`config.mk`:
```
export PLATFORM = sky130hd
export DESIGN_NAME = nibble_byte_assembler
export DESIGN_NICKNAME = d
export VERILOG_FILES = /design/src/rtl/link_pkg.sv /design/src/rtl/sync_fwft_fifo.sv /design/src/rtl/nibble_byte_assembler.sv
export SDC_FILE = /design/constraint.sdc
export NUM_CORES = 1
export LEC_CHECK = 0
export ABC_AREA = 1
export BUFFER_PORTS_ARGS = -buffer_cell sky130_fd_sc_hd__buf_2
export CORE_ASPECT_RATIO = 1.25
export CORE_MARGIN = 2
export CORE_UTILIZATION = 30
export DETAILED_ROUTE_END_ITERATION = 8
export HOLD_SLACK_MARGIN = 0.12
export SYNTH_ARGS = -nofsm -noshare
export SYNTH_HDL_FRONTEND = slang
export SYNTH_HIERARCHICAL = 1
export SYNTH_SLANG_ARGS = --single-unit
```
`constraint.sdc`:
```
create_clock -name clk -period 4.6 [get_ports clk]
set_input_delay 0.69 -clock clk [delete_from_list [all_inputs] [get_ports clk]]
set_output_delay 0.69 -clock clk [all_outputs]
set_load 0.01 [all_outputs]
```
`src/rtl/link_pkg.sv`:
```
// link_pkg: shared link-word layout and assembler FSM encoding
package link_pkg;
    localparam int LINK_W     = 5;
    localparam int STROBE_BIT = 4;
    localparam int NIBBLE_W   = 4;
    typedef enum logic {ST_LOW, ST_HIGH} state_e;
endpackage

```
`src/rtl/sync_fwft_fifo.sv`:
```
// sync_fwft_fifo: synchronous first-word-fall-through FIFO
// Ports: clk/rst (sync, active-high), push_i/data_i write side,
// pop_i/data_o read side (data_o is the head, 0 when empty),
// full_o/empty_o status, count_o exact occupancy 0..DEPTH.
module sync_fwft_fifo #(
    parameter int W     = 8,
    parameter int DEPTH = 4
) (
    input  logic                         clk,
    input  logic                         rst,
    input  logic                         push_i,
    input  logic [W-1:0]                 data_i,
    input  logic                         pop_i,
    output logic [W-1:0]                 data_o,
    output logic                         full_o,
    output logic                         empty_o,
    output logic [$clog2(DEPTH+1)-1:0]   count_o
);
    localparam int AW = $clog2(DEPTH);
    localparam int CW = $clog2(DEPTH+1);
    logic [W-1:0]  mem_q [DEPTH];
    logic [AW-1:0] wr_q, rd_q;
    logic [CW-1:0] cnt_q;
    logic          do_push, do_pop;
    assign empty_o = cnt_q == '0;
    assign full_o  = cnt_q == CW'(DEPTH);
    assign do_pop  = pop_i & ~empty_o;
    // A full FIFO still takes a push when the head leaves in the same cycle.
    assign do_push = push_i & (~full_o | do_pop);
    assign data_o  = empty_o ? '0 : mem_q[rd_q];
    assign count_o = cnt_q;
    always_ff @(posedge clk) begin
        if (do_push) mem_q[wr_q] <= data_i;
    end
    always_ff @(posedge clk) begin
        if (rst) begin
            wr_q  <= '0;
            rd_q  <= '0;
            cnt_q <= '0;
        end else begin
            if (do_push) wr_q <= wr_q + 1'b1;
            if (do_pop) rd_q <= rd_q + 1'b1;
            cnt_q <= cnt_q + CW'(do_push) - CW'(do_pop);
        end
    end
endmodule

```
`src/rtl/nibble_byte_assembler.sv`:
```
// nibble_byte_assembler: pairs strobed nibbles into bytes and queues them
// Ports: clk/rst (sync, active-high); rx_word {strobe, nibble} in;
// byte_data/byte_valid/byte_ready out handshake; fifo_count occupancy;
// overflow sticky drop flag; align_error one-cycle timeout pulse.
module nibble_byte_assembler
    import link_pkg::*;
#(
    parameter int DEPTH   = 4,
    parameter int TIMEOUT = 15
) (
    input  logic                        clk,
    input  logic                        rst,
    input  logic [LINK_W-1:0]           rx_word,
    output logic [2*NIBBLE_W-1:0]       byte_data,
    output logic                        byte_valid,
    input  logic                        byte_ready,
    output logic [$clog2(DEPTH+1)-1:0]  fifo_count,
    output logic                        overflow,
    output logic                        align_error
);
    state_e              state_q, state_d;
    logic [NIBBLE_W-1:0] lo_q, lo_d;
    logic [7:0]          gap_q, gap_d;
    logic                overflow_q, align_q;
    logic                strobe, push, pop, timeout, full, empty;
    logic [NIBBLE_W-1:0] nib;
    assign strobe = rx_word[STROBE_BIT];
    assign nib    = rx_word[NIBBLE_W-1:0];
    assign pop    = byte_valid & byte_ready;
    always_comb begin
        state_d = state_q;
        lo_d    = lo_q;
        gap_d   = gap_q;
        push    = 1'b0;
        timeout = 1'b0;
        if (state_q == ST_LOW) begin
            if (strobe) begin
                lo_d    = nib;
                gap_d   = '0;
                state_d = ST_HIGH;
            end
        end else if (strobe) begin
            // A strobe on the would-be timeout cycle still completes the byte.
            push    = 1'b1;
            state_d = ST_LOW;
        end else if (gap_q == 8'(TIMEOUT - 1)) begin
            timeout = 1'b1;
            gap_d   = '0;
            state_d = ST_LOW;
        end else begin
            gap_d = gap_q + 1'b1;
        end
    end
    always_ff @(posedge clk) begin
        if (rst) begin
            state_q    <= ST_LOW;
            lo_q       <= '0;
            gap_q      <= '0;
            overflow_q <= 1'b0;
            align_q    <= 1'b0;
        end else begin
            state_q    <= state_d;
            lo_q       <= lo_d;
            gap_q      <= gap_d;
            overflow_q <= overflow_q | (push & full & ~pop);
            align_q    <= timeout;
        end
    end
    sync_fwft_fifo #(.W(2*NIBBLE_W), .DEPTH(DEPTH)) u_fifo (
        .clk     (clk),
        .rst     (rst),
        .push_i  (push),
        .data_i  ({nib, lo_q}),
        .pop_i   (pop),
        .data_o  (byte_data),
        .full_o  (full),
        .empty_o (empty),
        .count_o (fifo_count)
    );
    assign byte_valid  = ~empty;
    assign overflow    = overflow_q;
    assign align_error = align_q;
endmodule

```
# Word-level counts from Yosys, hierarchy flattened
# Memory sizes are Yosys's and may differ from the RTL's. A register that Yosys moved wholly into a read port is not among the register bits.
# Index checks and enable logic that the tools add are counted.
# totals
inputBits	8
register_bits	22
out_inout_bits	14
latch_bits	0
elab_cells	48
mem_bits_rw	32
memories	1
mem_bits_ro	0
# classes
n_div	0
n_bitwise	11
n_reduce_logical	5
shift	0
mux	15
add_sub_neg	5
n_mul	0
eq_ne	3
order_cmp	0
# mem_list
name	depth	word_bits	read_ports	rd_clocked_by_memory_dff	write_ports	line_no	source
u_fifo.mem_q	4	8	1	1	1	sync_fwft_fifo.sv:21	logic [W-1:0] mem_q [DEPTH];
# ops
cell	count
$mux 8	5
$add 8x1->8 const B	1
$eq 8x4->1 const B	1
$mux 1	8
$and 1x1->1	5
$add 2x1->2 const B	2
$mux 2	2
$not 1->1	4
$reduce_and 2->1	2
$add 3x1->3	1
$eq 3x3->1 const B	1
$logic_not 3->1	1
$reduce_or 3->1	1
$sub 3x1->3	1
$ne 2x2->1 const B	1
$or 1x1->1	2
$reduce_bool 2->1	1

# Depth between registers and ports, before layout
# logic_depth
depth_word	8
ltp_mapped	12
mapped_depth_nobuf	12

# Modules after synthesis
# Netlist, hierarchy kept.
# modules_own_cells
module	n_inst	cells_each	area_each_um2	seq_area_each_um2
sync_fwft_fifo	1	163	1825.5	1141.1
nibble_byte_assembler	1	115	775.7	300.3

# Worst setup path before layout
# Ideal clock, no wire load.
# synth_path
path_kind	input-to-reg
startpoint	input byte_ready
endpoint	register u_fifo.cnt_q[1], in the netlist u_fifo/count_o[1]
required_time_ns	4.491
path_stages	9
path_buffers	0
setup_ns	0.109
t_arrival_ns	1.955
slack_ns	2.535
path_cell_list	inv_1 nor2_1 nand2_2 or2_4 nand2_2 ha_1 fa_1 inv_1 nor2_1
# synth_between
elab_chain_len	6
# synth_lines
element	line_no	source
from (decl)	nibble_byte_assembler.sv:16	input logic byte_ready,
$and 1x1->1 *	nibble_byte_assembler.sv:29	assign pop = byte_valid & byte_ready;
via pop	nibble_byte_assembler.sv:25	logic strobe, push, pop, timeout, full, empty;
$and 1x1->1 *	sync_fwft_fifo.sv:27	assign do_pop = pop_i & ~empty_o;
$or 1x1->1	sync_fwft_fifo.sv:29	assign do_push = push_i & (~full_o | do_pop);
$and 1x1->1	sync_fwft_fifo.sv:29	
$add 3x1->3	sync_fwft_fifo.sv:43	cnt_q <= cnt_q + CW'(do_push) - CW'(do_pop);
$sub 3x1->3 *	sync_fwft_fifo.sv:43	
to (signal assigned)	sync_fwft_fifo.sv:43	
to (decl)	sync_fwft_fifo.sv:23	logic [CW-1:0] cnt_q;
# Mark *: on every way through the listed nets, which the timed path passes. The rest lies on a longest branch.
# A chain may end at the register's enable or synchronous reset.

==> results summary <==
The number of hold buffers added after cts came out at 0. The distinct cell type count of the synthesized netlist came out at 25. The DRC violation count after routing is 0.

After routing, the total negative slack on setup checks comes to 0 ps. The count of antenna diodes in the layout is 0. For this run, the leading register cell type out of synthesis is edfxtp_1. Clock tree synthesis found a total of 56 sinks. The total number of yosys warnings came out at 6. The run finished with clean final reports. The synthesized flop and latch total came out at 56. The number of cells in the finished layout apart from fillers came out at 402.

TritonCTS built the clock tree. The routing usage on met3 is 0.0237. The total global routing track utilization is 0.109. STA classifies the critical path startpoint as a flip-flop. The part of the Yosys area used for sequential elements is 0.554.

The pin count of the biggest net entering global routing is 19. The reported max-cap violation count is 0. The highest attainable clock frequency is 369 MHz. Together, buffers and inverters on the worst path number 2. The fill cell instance count of the final layout came out at 884. Once the clock tree was built, the resizer swapped 0 gates to a different size. The areal power density over the cells is 391 nW/µm². For flop-to-flop paths, the worst setup slack is 2260 ps. The number of nets in the synthesized netlist is 296. The leakage power of the design came out at 1.10 nW. The final worst clock skew came out at 5.72 ps.

The share of layout cells above drive strength 1 came out at 0.199. The final routed wire length divided by cell count came out at 11.9 µm. Data on the critical path is required at its endpoint by 3910 ps. Clock tree synthesis selected as its root buffer the cell clkbuf_8.

Across the VDD grid, the largest voltage drop is 0.000114 V. The worst setup path is of the reg2out kind. Ranked by total cell area, the synthesized netlist is headed by edfxtp_1, dfxtp_1, nor2_1. The die footprint is 9440 µm². The count of final setup violators came out at 0. The count of buffers inserted at the top-level ports came out at 21. After synthesis, the most frequently instantiated cells are nor2_1, nand2_1, edfxtp_1. The class of the worst hold path is reg2reg.

The first detailed-routing pass ran for 4 iterations. The count of mapped cells out of synthesis is 278. The footprint of the multi-input gates is 961 µm². The maximum single-stage delay on the critical path came out at 880 ps.

The wire length of the first global-routing pass is 8070 µm. The number of placed instances, taps included, is 394. For this run, global-route usage on met2 was measured as 0.192. The area overhead of the layout relative to synthesis is 9.76%. The final count of hold timing violations is 0.

The initial DRC count is 68. The horizontal die dimension is 87.3 µm. The largest fanout of any net on the critical path came out at 17. The row count came out at 38. The count of nets after finishing came out at 319. The final number of max-transition violations is 0. CTS built an H-tree with a depth of 2. At the end of routability-driven placement, the weighted congestion stood at 0.805. The total standard cell area after synthesis is 2600 µm².

The I/O pin count came out at 22. After global routing, the most crowded layer is met2. The post-synthesis average cell area came out at 9.36 µm². The synthesized design spends more area on one cell type than any other, namely edfxtp_1. The critical path data arrival time is 2020 ps. The signal on the critical path passes through inv_2 > o21ai_0 > a21oi_1 > buf_2. The number of setup buffers added after CTS is 0. The via count of the first global-routing pass was 1696. The smallest hold slack came out at 482 ps. Setup repair after global routing left no endpoint under its margin. The wire length reported by the detailed router is 4800 µm. The initial antenna violation count is 0. The floorplan step defined a core boundary enclosing 8560 µm².

The HPWL after detailed placement came out at 3440 µm. The routed via count came out at 1806. By instance count, the leading cell after synthesis is nor2_1. The setup slack after placement came out at 2130 ps. Once detail routing completed, the nets flagged for antenna violations numbered 0.

The area taken by flip-flops and latches is 1440 µm². The final global-route overflow total came out at 0. The clock passes through at most 2 buffers. The clock reaches the later pin of the worst-skew pair after 310 ps. The TritonCTS buffer count came out at 5.

The effective utilization at floorplan is 0.304. In the finished design, the share of the clock period the worst path needs comes to 0.589. The transition time at the pin with the least slew margin came out at 835 ps.

The async set-or-reset flop fraction in the synthesized netlist is 0. The kind of cell with the highest combined delay along the critical path is flip-flops. The nature of the critical path endpoint is an output pin. For the finished layout, the period the worst path requires is 2710 ps. The number of synthesized flops with an enable pin came out at 32. Headroom to the max-slew limit came out at 0.441. For this design, the slowest cell found on the critical path is dfxtp_1. Once layout is complete, the utilization of the core stands at 0.334. The share of synthesized area in the top cell type comes to 0.369. The floorplan die height came out at 108 µm. The vias per cell is 4.49.

The clock transition at the register clock pins on the worst setup and hold paths after CTS came out at 100 ps. The global routing usage on met1 is 0.127. The minimum setup slack in the final design came out at 1890 ps.
worst reg2reg max path, cell delays in order (launching register included):
cell and delay (ps):
dfxtp_1 390, inv_1 100, nand2_4 90, inv_2 100, nor2_1 300, inv_1 90, nand3_2 140, nand2_1 120
nor2_1 660
cells by family after synthesis:
group                    after synthesis  synth area share
XOR/XNOR                               1           0.00337
flip-flops                            56             0.554
adder cells (fa/ha/maj)               10            0.0510
buffers and inverters                 40            0.0765
AND/OR/NAND/NOR                      126             0.227
AO/OA/AOI/OAI                         45            0.0880
stage by stage:
stage	area [µm²]	total power, mW
after floorplan	2600	0.779
after global placement	2760	0.859
after detailed placement	2760	0.860
after CTS	2860	1.13
after global routing	2860	1.19
final	2860	1.12
state kept, by name (all words and copies together), names as in the netlist, named ones only:
register,cells
overflow,1
u_fifo/count_o,3
align_error,1
gap_q,8
u_fifo/rd_q,2
state_q,1
u_fifo/wr_q,2
u_fifo/mem_q,32
lo_q,4
layout by cell type (no fill, tap or decap), types with 2 or more instances in the layout:
cell type  count
a21oi_1       19
buf_2         21
clkbuf_8       5
dfxtp_1       24
edfxtp_1      32
ha_1           9
inv_1         30
inv_2          5
nand2_1       37
nand2_2        4
nand3_1       12
nand3_2        2
nor2_1        50
nor2_2        13
nor2_4         4
o21ai_0       14
o21ai_1       11
cell type report:
type	instances	share of cell area
Clock buffer	5	0.0241
Sequential cell	56	0.505
Multi-Input combinational cell	182	0.337
Inverter	35	0.0460
Tap cell	100	0.0438
Timing Repair Buffer	21	0.0368
Clock inverter	3	0.00789
power breakdown:
| group | switching (mW) | internal [mW] | leakage (nW) |
|---|---|---|---|
| logic | 0.165 | 0.0925 | 0.566 |
| registers | 0.0299 | 0.556 | 0.487 |
| clock network | 0.163 | 0.110 | 0.0485 |
metal layers:
layer | share of wire | wire length [µm] | vias up
met2 | 0.51 | 2470 | 25
li1 | - | - | 941
met4 | 0.020 | 97 | 0
met1 | 0.43 | 2080 | 832
met5 | 0 | 0 | -
met3 | 0.031 | 150 | 8
final timing paths:
path                                                   start                           end  depth (start not counted)
worst max-delay path                               flip-flop                  byte_data[3]                          4
worst min-delay path                     overflow$_SDFF_PP0_           overflow$_SDFF_PP0_                          2
worst max register to register  u_fifo/count_o[2]$_SDFF_PP0_  u_fifo/mem_q[1][3]$_DFFE_PP_                          8
worst min register to register           overflow$_SDFF_PP0_           overflow$_SDFF_PP0_                          2
(Power assumes the default switching activity.)
